[src/rtl/fpmul_operand_stage_if.sv]
// rtl/fpmul_operand_stage_if.sv - operand handshake and unpacked-field bundle for fpmul_operand_stage
interface fpmul_operand_stage_if;
  logic        in_valid;
  logic        in_ready;
  logic [63:0] in_a;
  logic [63:0] in_b;
  logic        as;
  logic        bs;
  logic [10:0] ae;
  logic [10:0] be;
  logic [51:0] am;
  logic [51:0] bm;
  logic        en;
  logic        out_valid;
  logic        out_ready;
  logic [2:0]  spec_class;

  modport master (
    output in_valid, in_a, in_b, out_ready,
    input  in_ready, as, bs, ae, be, am, bm, en, out_valid, spec_class
  );

  modport slave (
    input  in_valid, in_a, in_b, out_ready,
    output in_ready, as, bs, ae, be, am, bm, en, out_valid, spec_class
  );
endinterface

[src/rtl/fpmul_operand_stage.sv]
// rtl/fpmul_operand_stage.sv - binary64 unpack/classify stage with multicycle hold before the multiplier capture
// Optional FTZ_EN: flush subnormal operands to zero before classification.
module fpmul_operand_stage #(
  parameter int unsigned HOLD_CYCLES = 3
) (
  input  logic                  clk,
  input  logic                  rst,
  fpmul_operand_stage_if.slave  bus
);

  typedef enum logic [1:0] {IDLE, HOLD, CAP} state_t;

  state_t      state, state_nx;
  logic [3:0]  cnt, cnt_nx;
  logic        accept;

  logic        a_s, b_s;
  logic [10:0] a_e, b_e;
  logic [51:0] a_m, b_m;
  logic        a_zero, a_sub, a_inf, a_nan;
  logic        b_zero, b_sub, b_inf, b_nan;
  logic [2:0]  cls;

  logic        as_q, bs_q, en_q, out_valid_q;
  logic [10:0] ae_q, be_q;
  logic [51:0] am_q, bm_q;
  logic [2:0]  cls_q;

  always_comb begin
    a_s = bus.in_a[63];
    a_e = bus.in_a[62:52];
    a_m = bus.in_a[51:0];
    b_s = bus.in_b[63];
    b_e = bus.in_b[62:52];
    b_m = bus.in_b[51:0];
    a_sub = (a_e == 11'd0) && (a_m != 52'd0);
    b_sub = (b_e == 11'd0) && (b_m != 52'd0);
`ifdef FTZ_EN
    // Flushed operand keeps its sign; its fields then classify as zero.
    if (a_sub) begin
      a_m   = 52'd0;
      a_sub = 1'b0;
    end
    if (b_sub) begin
      b_m   = 52'd0;
      b_sub = 1'b0;
    end
`endif
    a_zero = (a_e == 11'd0)    && (a_m == 52'd0);
    b_zero = (b_e == 11'd0)    && (b_m == 52'd0);
    a_inf  = (a_e == 11'h7ff)  && (a_m == 52'd0);
    b_inf  = (b_e == 11'h7ff)  && (b_m == 52'd0);
    a_nan  = (a_e == 11'h7ff)  && (a_m != 52'd0);
    b_nan  = (b_e == 11'h7ff)  && (b_m != 52'd0);

    if (a_nan || b_nan)                          cls = 3'd3;
    else if ((a_inf && b_zero) || (b_inf && a_zero)) cls = 3'd4;
    else if (a_inf || b_inf)                     cls = 3'd2;
    else if (a_zero || b_zero)                   cls = 3'd1;
    else if (a_sub || b_sub)                     cls = 3'd5;
    else                                         cls = 3'd0;
  end

  assign accept = (state == IDLE) && bus.in_valid;

  always_comb begin
    state_nx = state;
    cnt_nx   = cnt;
    case (state)
      IDLE: begin
        if (bus.in_valid) begin
          if (cls == 3'd0) begin
            state_nx = HOLD;
            cnt_nx   = 4'(HOLD_CYCLES - 1);
          end else begin
            state_nx = CAP;
          end
        end
      end
      HOLD: begin
        if (cnt == 4'd0) state_nx = CAP;
        else             cnt_nx   = cnt - 4'd1;
      end
      CAP: begin
        if (bus.out_ready) state_nx = IDLE;
      end
      default: state_nx = IDLE;
    endcase
  end

  // en/out_valid are registered from the next state so they line up with it.
  always_ff @(posedge clk) begin
    if (rst) begin
      state       <= IDLE;
      cnt         <= 4'd0;
      as_q        <= 1'b0;
      bs_q        <= 1'b0;
      ae_q        <= 11'd0;
      be_q        <= 11'd0;
      am_q        <= 52'd0;
      bm_q        <= 52'd0;
      cls_q       <= 3'd0;
      en_q        <= 1'b0;
      out_valid_q <= 1'b0;
    end else begin
      state       <= state_nx;
      cnt         <= cnt_nx;
      en_q        <= (state_nx != IDLE);
      out_valid_q <= (state_nx == CAP);
      if (accept) begin
        as_q  <= a_s;
        bs_q  <= b_s;
        ae_q  <= a_e;
        be_q  <= b_e;
        am_q  <= a_m;
        bm_q  <= b_m;
        cls_q <= cls;
      end
    end
  end

  assign bus.in_ready   = (state == IDLE);
  assign bus.as         = as_q;
  assign bus.bs         = bs_q;
  assign bus.ae         = ae_q;
  assign bus.be         = be_q;
  assign bus.am         = am_q;
  assign bus.bm         = bm_q;
  assign bus.en         = en_q;
  assign bus.out_valid  = out_valid_q;
  assign bus.spec_class = cls_q;

endmodule
[src/flat_wrapper.sv]
// flat-port wrapper written by rule: the top's interface ports become plain ports
module fpmul_operand_stage_flat 
#(
  parameter int unsigned HOLD_CYCLES = 3
)
  (clk, rst, bus_in_valid, bus_in_a, bus_in_b, bus_out_ready, bus_in_ready, bus_as, bus_bs, bus_ae, bus_be, bus_am, bus_bm, bus_en, bus_out_valid, bus_spec_class);
  fpmul_operand_stage_if bus_i ();
  input  logic clk;
  input  logic rst;
  input wire logic [$bits(bus_i.in_valid)-1:0] bus_in_valid;
  input wire logic [$bits(bus_i.in_a)-1:0] bus_in_a;
  input wire logic [$bits(bus_i.in_b)-1:0] bus_in_b;
  input wire logic [$bits(bus_i.out_ready)-1:0] bus_out_ready;
  output wire logic [$bits(bus_i.in_ready)-1:0] bus_in_ready;
  output wire logic [$bits(bus_i.as)-1:0] bus_as;
  output wire logic [$bits(bus_i.bs)-1:0] bus_bs;
  output wire logic [$bits(bus_i.ae)-1:0] bus_ae;
  output wire logic [$bits(bus_i.be)-1:0] bus_be;
  output wire logic [$bits(bus_i.am)-1:0] bus_am;
  output wire logic [$bits(bus_i.bm)-1:0] bus_bm;
  output wire logic [$bits(bus_i.en)-1:0] bus_en;
  output wire logic [$bits(bus_i.out_valid)-1:0] bus_out_valid;
  output wire logic [$bits(bus_i.spec_class)-1:0] bus_spec_class;
  assign bus_i.in_valid = bus_in_valid;
  assign bus_i.in_a = bus_in_a;
  assign bus_i.in_b = bus_in_b;
  assign bus_i.out_ready = bus_out_ready;
  assign bus_in_ready = bus_i.in_ready;
  assign bus_as = bus_i.as;
  assign bus_bs = bus_i.bs;
  assign bus_ae = bus_i.ae;
  assign bus_be = bus_i.be;
  assign bus_am = bus_i.am;
  assign bus_bm = bus_i.bm;
  assign bus_en = bus_i.en;
  assign bus_out_valid = bus_i.out_valid;
  assign bus_spec_class = bus_i.spec_class;
  fpmul_operand_stage #(.HOLD_CYCLES(HOLD_CYCLES)) u_core (.clk(clk), .rst(rst), .bus(bus_i));
endmodule
[config.mk]
export PLATFORM = sky130hd
export DESIGN_NAME = fpmul_operand_stage_flat
export DESIGN_NICKNAME = d
export VERILOG_FILES = /design/src/rtl/fpmul_operand_stage_if.sv /design/src/rtl/fpmul_operand_stage.sv /design/src/flat_wrapper.sv
export SDC_FILE = /design/constraint.sdc
export NUM_CORES = 1
export LEC_CHECK = 0
export BUFFER_PORTS_ARGS = -buffer_cell sky130_fd_sc_hd__clkbuf_2
export CAP_MARGIN = 30
export CORE_UTILIZATION = 49
export CTS_CLUSTER_SIZE = 28
export DETAILED_ROUTE_END_ITERATION = 10
export PLACE_DENSITY_LB_ADDON = 0.08
export SLEW_MARGIN = 10
export SYNTH_ARGS = -nofsm -noshare
export SYNTH_HDL_FRONTEND = slang
export SYNTH_SLANG_ARGS = --single-unit
[constraint.sdc]
create_clock -name clk -period 2.6 [get_ports clk]
set_input_delay 0.39 -clock clk [delete_from_list [all_inputs] [get_ports clk]]
set_output_delay 0.39 -clock clk [all_outputs]
set_load 0.05 [all_outputs]
==> impl_metrics.yaml <==
timing:
  fin_worst_skew_ns: 0.00952
  timing.final.ws_setup_ns: 0.701
  slew_headroom_pct: 55.5
  rsz0062_at_grt: "no"
  fmax_mhz: 527
  maxSlewViolCount: 0
  period_minus_slack_ns: 1.90
  tns_ns: 0
  setup_viol: 0
  tightest_slew_ns: 0.667
  hold_viol: 0
  fin_crit_sh_pct: 73.0
drt:
  routed_wl_um: 15200
  drc: 0
  detail-route-antenna-nets: 0
  num_vias: 5581
  wire_per_inst_um: 14.2
  drtIter0Drc: 361
  drtPass1Iterations: 5
  viasPerCell: 5.21
synth:
  yosysSeqAreaShare_pct: 52.9
  muxShareOfSynthArea_pct: 0
  synth_compound_area_share_pct: 15.8
  yosysUniqueCellTypes: 33
  avgSynthCellArea_um2: 7.78
  synthesis.area_um2: 5260
  synth_enable_flop_cells: 0
  synthesis.nets: 810
  ys.warnings.count: 0
  synth_seq_cells: 139
  synth_top_family_by_area: "simple AND/OR/NAND/NOR gates"
  async_flop_share_pct: 0
  synth_fa_ha_area_share_pct: 0.476
  ys.flop_type: "dfxtp_1"
  synthSimpleGateAreaFrac_pct: 27.3
  synth-xor-area-share_pct: 0
  syn_inst: 676
clock_network:
  ctsResizeCount: 0
  path_clk_slew_ns: 0.06
  root_buffer: "clkbuf_8"
  clock-sinks: 139
  post_cts_buffers: 0
  ctsLongestPathBuffers: 2
  ctsHoldBuffers: 0
  cts_buffers: 17
  h-tree-depth: 4
  clk_latency_ns: 0.52
  cts_tree: "yes"
setup_path:
  reg2reg_depth: 5
  reg2reg_from: "u_core.state[0]$_SDFF_PP0_"
  startpoint: "bus_in_b[20]"
  path_cells: "clkbuf_2 > nor4_1 > nand4_1 > or4_4 > a221oi_2 > a311oi_1"
  required_ns: 2.98
  regToRegEndpoint: "u_core.bus.bm[27]$_SDFFE_PP0P_"
  critPathSlowestCell: "or4_4"
  rrSetupSlack_ns: 0.76
  cp-end-kind: "flop"
  crit_path_start_kind: "primary input"
  crit_fanout: 3
  crit_path_max_incr_delay_ns: 0.63
  cp.arrival_ns: 2.28
  path_class: "in2reg"
global_routing:
  grt_pass1_wl_um: 24100
  grt_pass1_vias: 5091
  grt_util_all_layers_pct: 27.3
  grt_max_degree: 70
  grt_overflow: 0
  antenna_found_initial: 0
worst_hold_path:
  min-delay-start: "bus_in_a[63]"
  min_path_type: "in2reg"
  hold_depth: 3
  whs_endpoint: "u_core.bus.as$_SDFFE_PP0P_"
job:
  cap_violations: 0
die:
  die_w_um: 106
  io_pins: 266
  start_util_pct: 50.7
  fp.dieH_um: 106
  core_area_um2: 10400
  rows: 37
  dieArea_um2: 11100
placement:
  preCtsSetupSlack_ns: 0.203
  hpwl_um: 11100
  portBuffers: 265
  gp_congestion: 0.822
  placed_cells: 1040
cells_and_area:
  nets: 1057
  diodes: 0
  fin_util_pct: 70.8
  syn_to_final_growth_pct: 39.7
  drive_gt1_share_pct: 33.5
  instances_no_fill: 1072
  nFillCells: 890
pwr:
  sequentialPowerShare_pct: 37.8
  ir_worst_vdd_v: 0.000497
  swShare_pct: 31.5
  internal-power_mw: 4.32
  combPwrFrac_pct: 21.5
  clock_power_share_pct: 40.7
  p_per_area_nw_per_um2: 860
  p_leak_nw: 3.30
  power_switching_mw: 1.99
outcome:
  run_status: "finished, final reports clean"
[power by group through the flow]
stage | Combinational [mW] | Sequential, mW | Clock [mW]
2_1_floorplan | 0.398 | 2.97 | 0
3_3_place_gp | 1.34 | 2.42 | 0
3_5_place_dp | 1.35 | 2.43 | 0
4_1_cts | 1.36 | 2.39 | 2.60
5_1_grt | 1.45 | 2.40 | 2.70
6_report | 1.36 | 2.39 | 2.57
[sequential cells by signal, summed over array words and instances, names as in the netlist, 2 cells and up]
name                   cells
u_core.cnt                 4
u_core.bus.bm             52
u_core.bus.spec_class      3
u_core.bus.ae             11
u_core.bus.am             52
u_core.state               2
u_core.bus.be             11
[metrics by stage]
stage          area (um2)  power, mW  hold WS [ns]
6_report             7340       6.32        0.0939
5_1_grt              7340       6.56        0.0990
2_1_floorplan        5260       3.37         0.473
3_3_place_gp         6700       3.76         0.441
3_5_place_dp         6700       3.78         0.446
4_1_cts              7340       6.34        0.0728
[synth_stat cells (2+ instances only)]
cell,n,area share (%)
nand2_1,260,19
dfxtp_1,139,53
a21oi_1,134,13
clkbuf_1,34,2.4
nor4_1,33,3.9
nor2_1,10,0.71
nand4_1,8,0.95
buf_2,7,0.67
nand3_1,7,0.67
a211oi_1,4,0.57
buf_1,4,0.29
o211ai_1,4,0.57
a311oi_1,3,0.50
a221oi_2,2,0.57
and3_1,2,0.24
ha_1,2,0.48
inv_1,2,0.14
nand2b_1,2,0.24
nor3_1,2,0.19
nor3_2,2,0.38
nor3b_1,2,0.29
or4_4,2,0.43
[critical path, delay by kind of cell]
kind            cells  cell delay [ns]
compound gates      2             0.48
buf+inv             1             0.09
simple gates        3             1.33
[layout by cell type, fill, tap and decap left out, types with 2 or more instances in the layout]
master	count
and3_1	2
nand2b_1	2
inv_1	2
clkinvlp_4	3
nor2_1	10
a221oi_2	2
a211oi_1	4
or4_4	2
nand2_1	259
bufinv_16	4
nor3_1	2
clkbuf_8	6
a21oi_1	134
a311oi_1	3
ha_1	2
buf_12	4
clkbuf_2	264
o211ai_1	4
buf_4	5
dfxtp_1	139
nand3_1	7
nor3b_1	2
nor4_1	33
nand4_1	8
clkbuf_16	16
nor3_2	2
clkinv_2	2
[area by class of cell]
type,instances,area (um2),share of cell area [%]
Sequential cell,139,2780,37.9
Tap cell,136,170,2.32
Timing Repair Buffer,273,1440,19.6
Multi-Input combinational cell,490,2300,31.3
Inverter,2,7.51,0.102
Clock buffer,22,483,6.58
Clock inverter,10,161,2.20
[logic make-up after synthesis]
logic type	after synthesis
buffers and inverters	47
and+or+nand+nor	335
AOI/OAI and AO/OA	153
DFF	139
adders and majority gates	2
[worst max path at each step]
stage / endpoint / depth (start not counted)
global placement: u_core.bus.spec_class[1]$_SDFFE_PP0P_ / 6
floorplan: u_core.bus.bm[10]$_SDFFE_PP0P_ / 7
CTS: bus_in_ready / 2
detailed placement: u_core.bus.spec_class[1]$_SDFFE_PP0P_ / 6
global route: u_core.bus.bm[27]$_SDFFE_PP0P_ / 5
finish: u_core.bus.spec_class[1]$_SDFFE_PP0P_ / 6
[layer usage]
layer | share of wire, % | vias up | GRT usage [%]
met5 | 0 | - | 0
met1 | 40 | 2546 | 32.2
li1 | - | 2797 | -
met3 | 7.1 | 22 | 6.74
met4 | 1.7 | 0 | 9.82
met2 | 51 | 216 | 48.0
(Power assumes the default switching activity.)
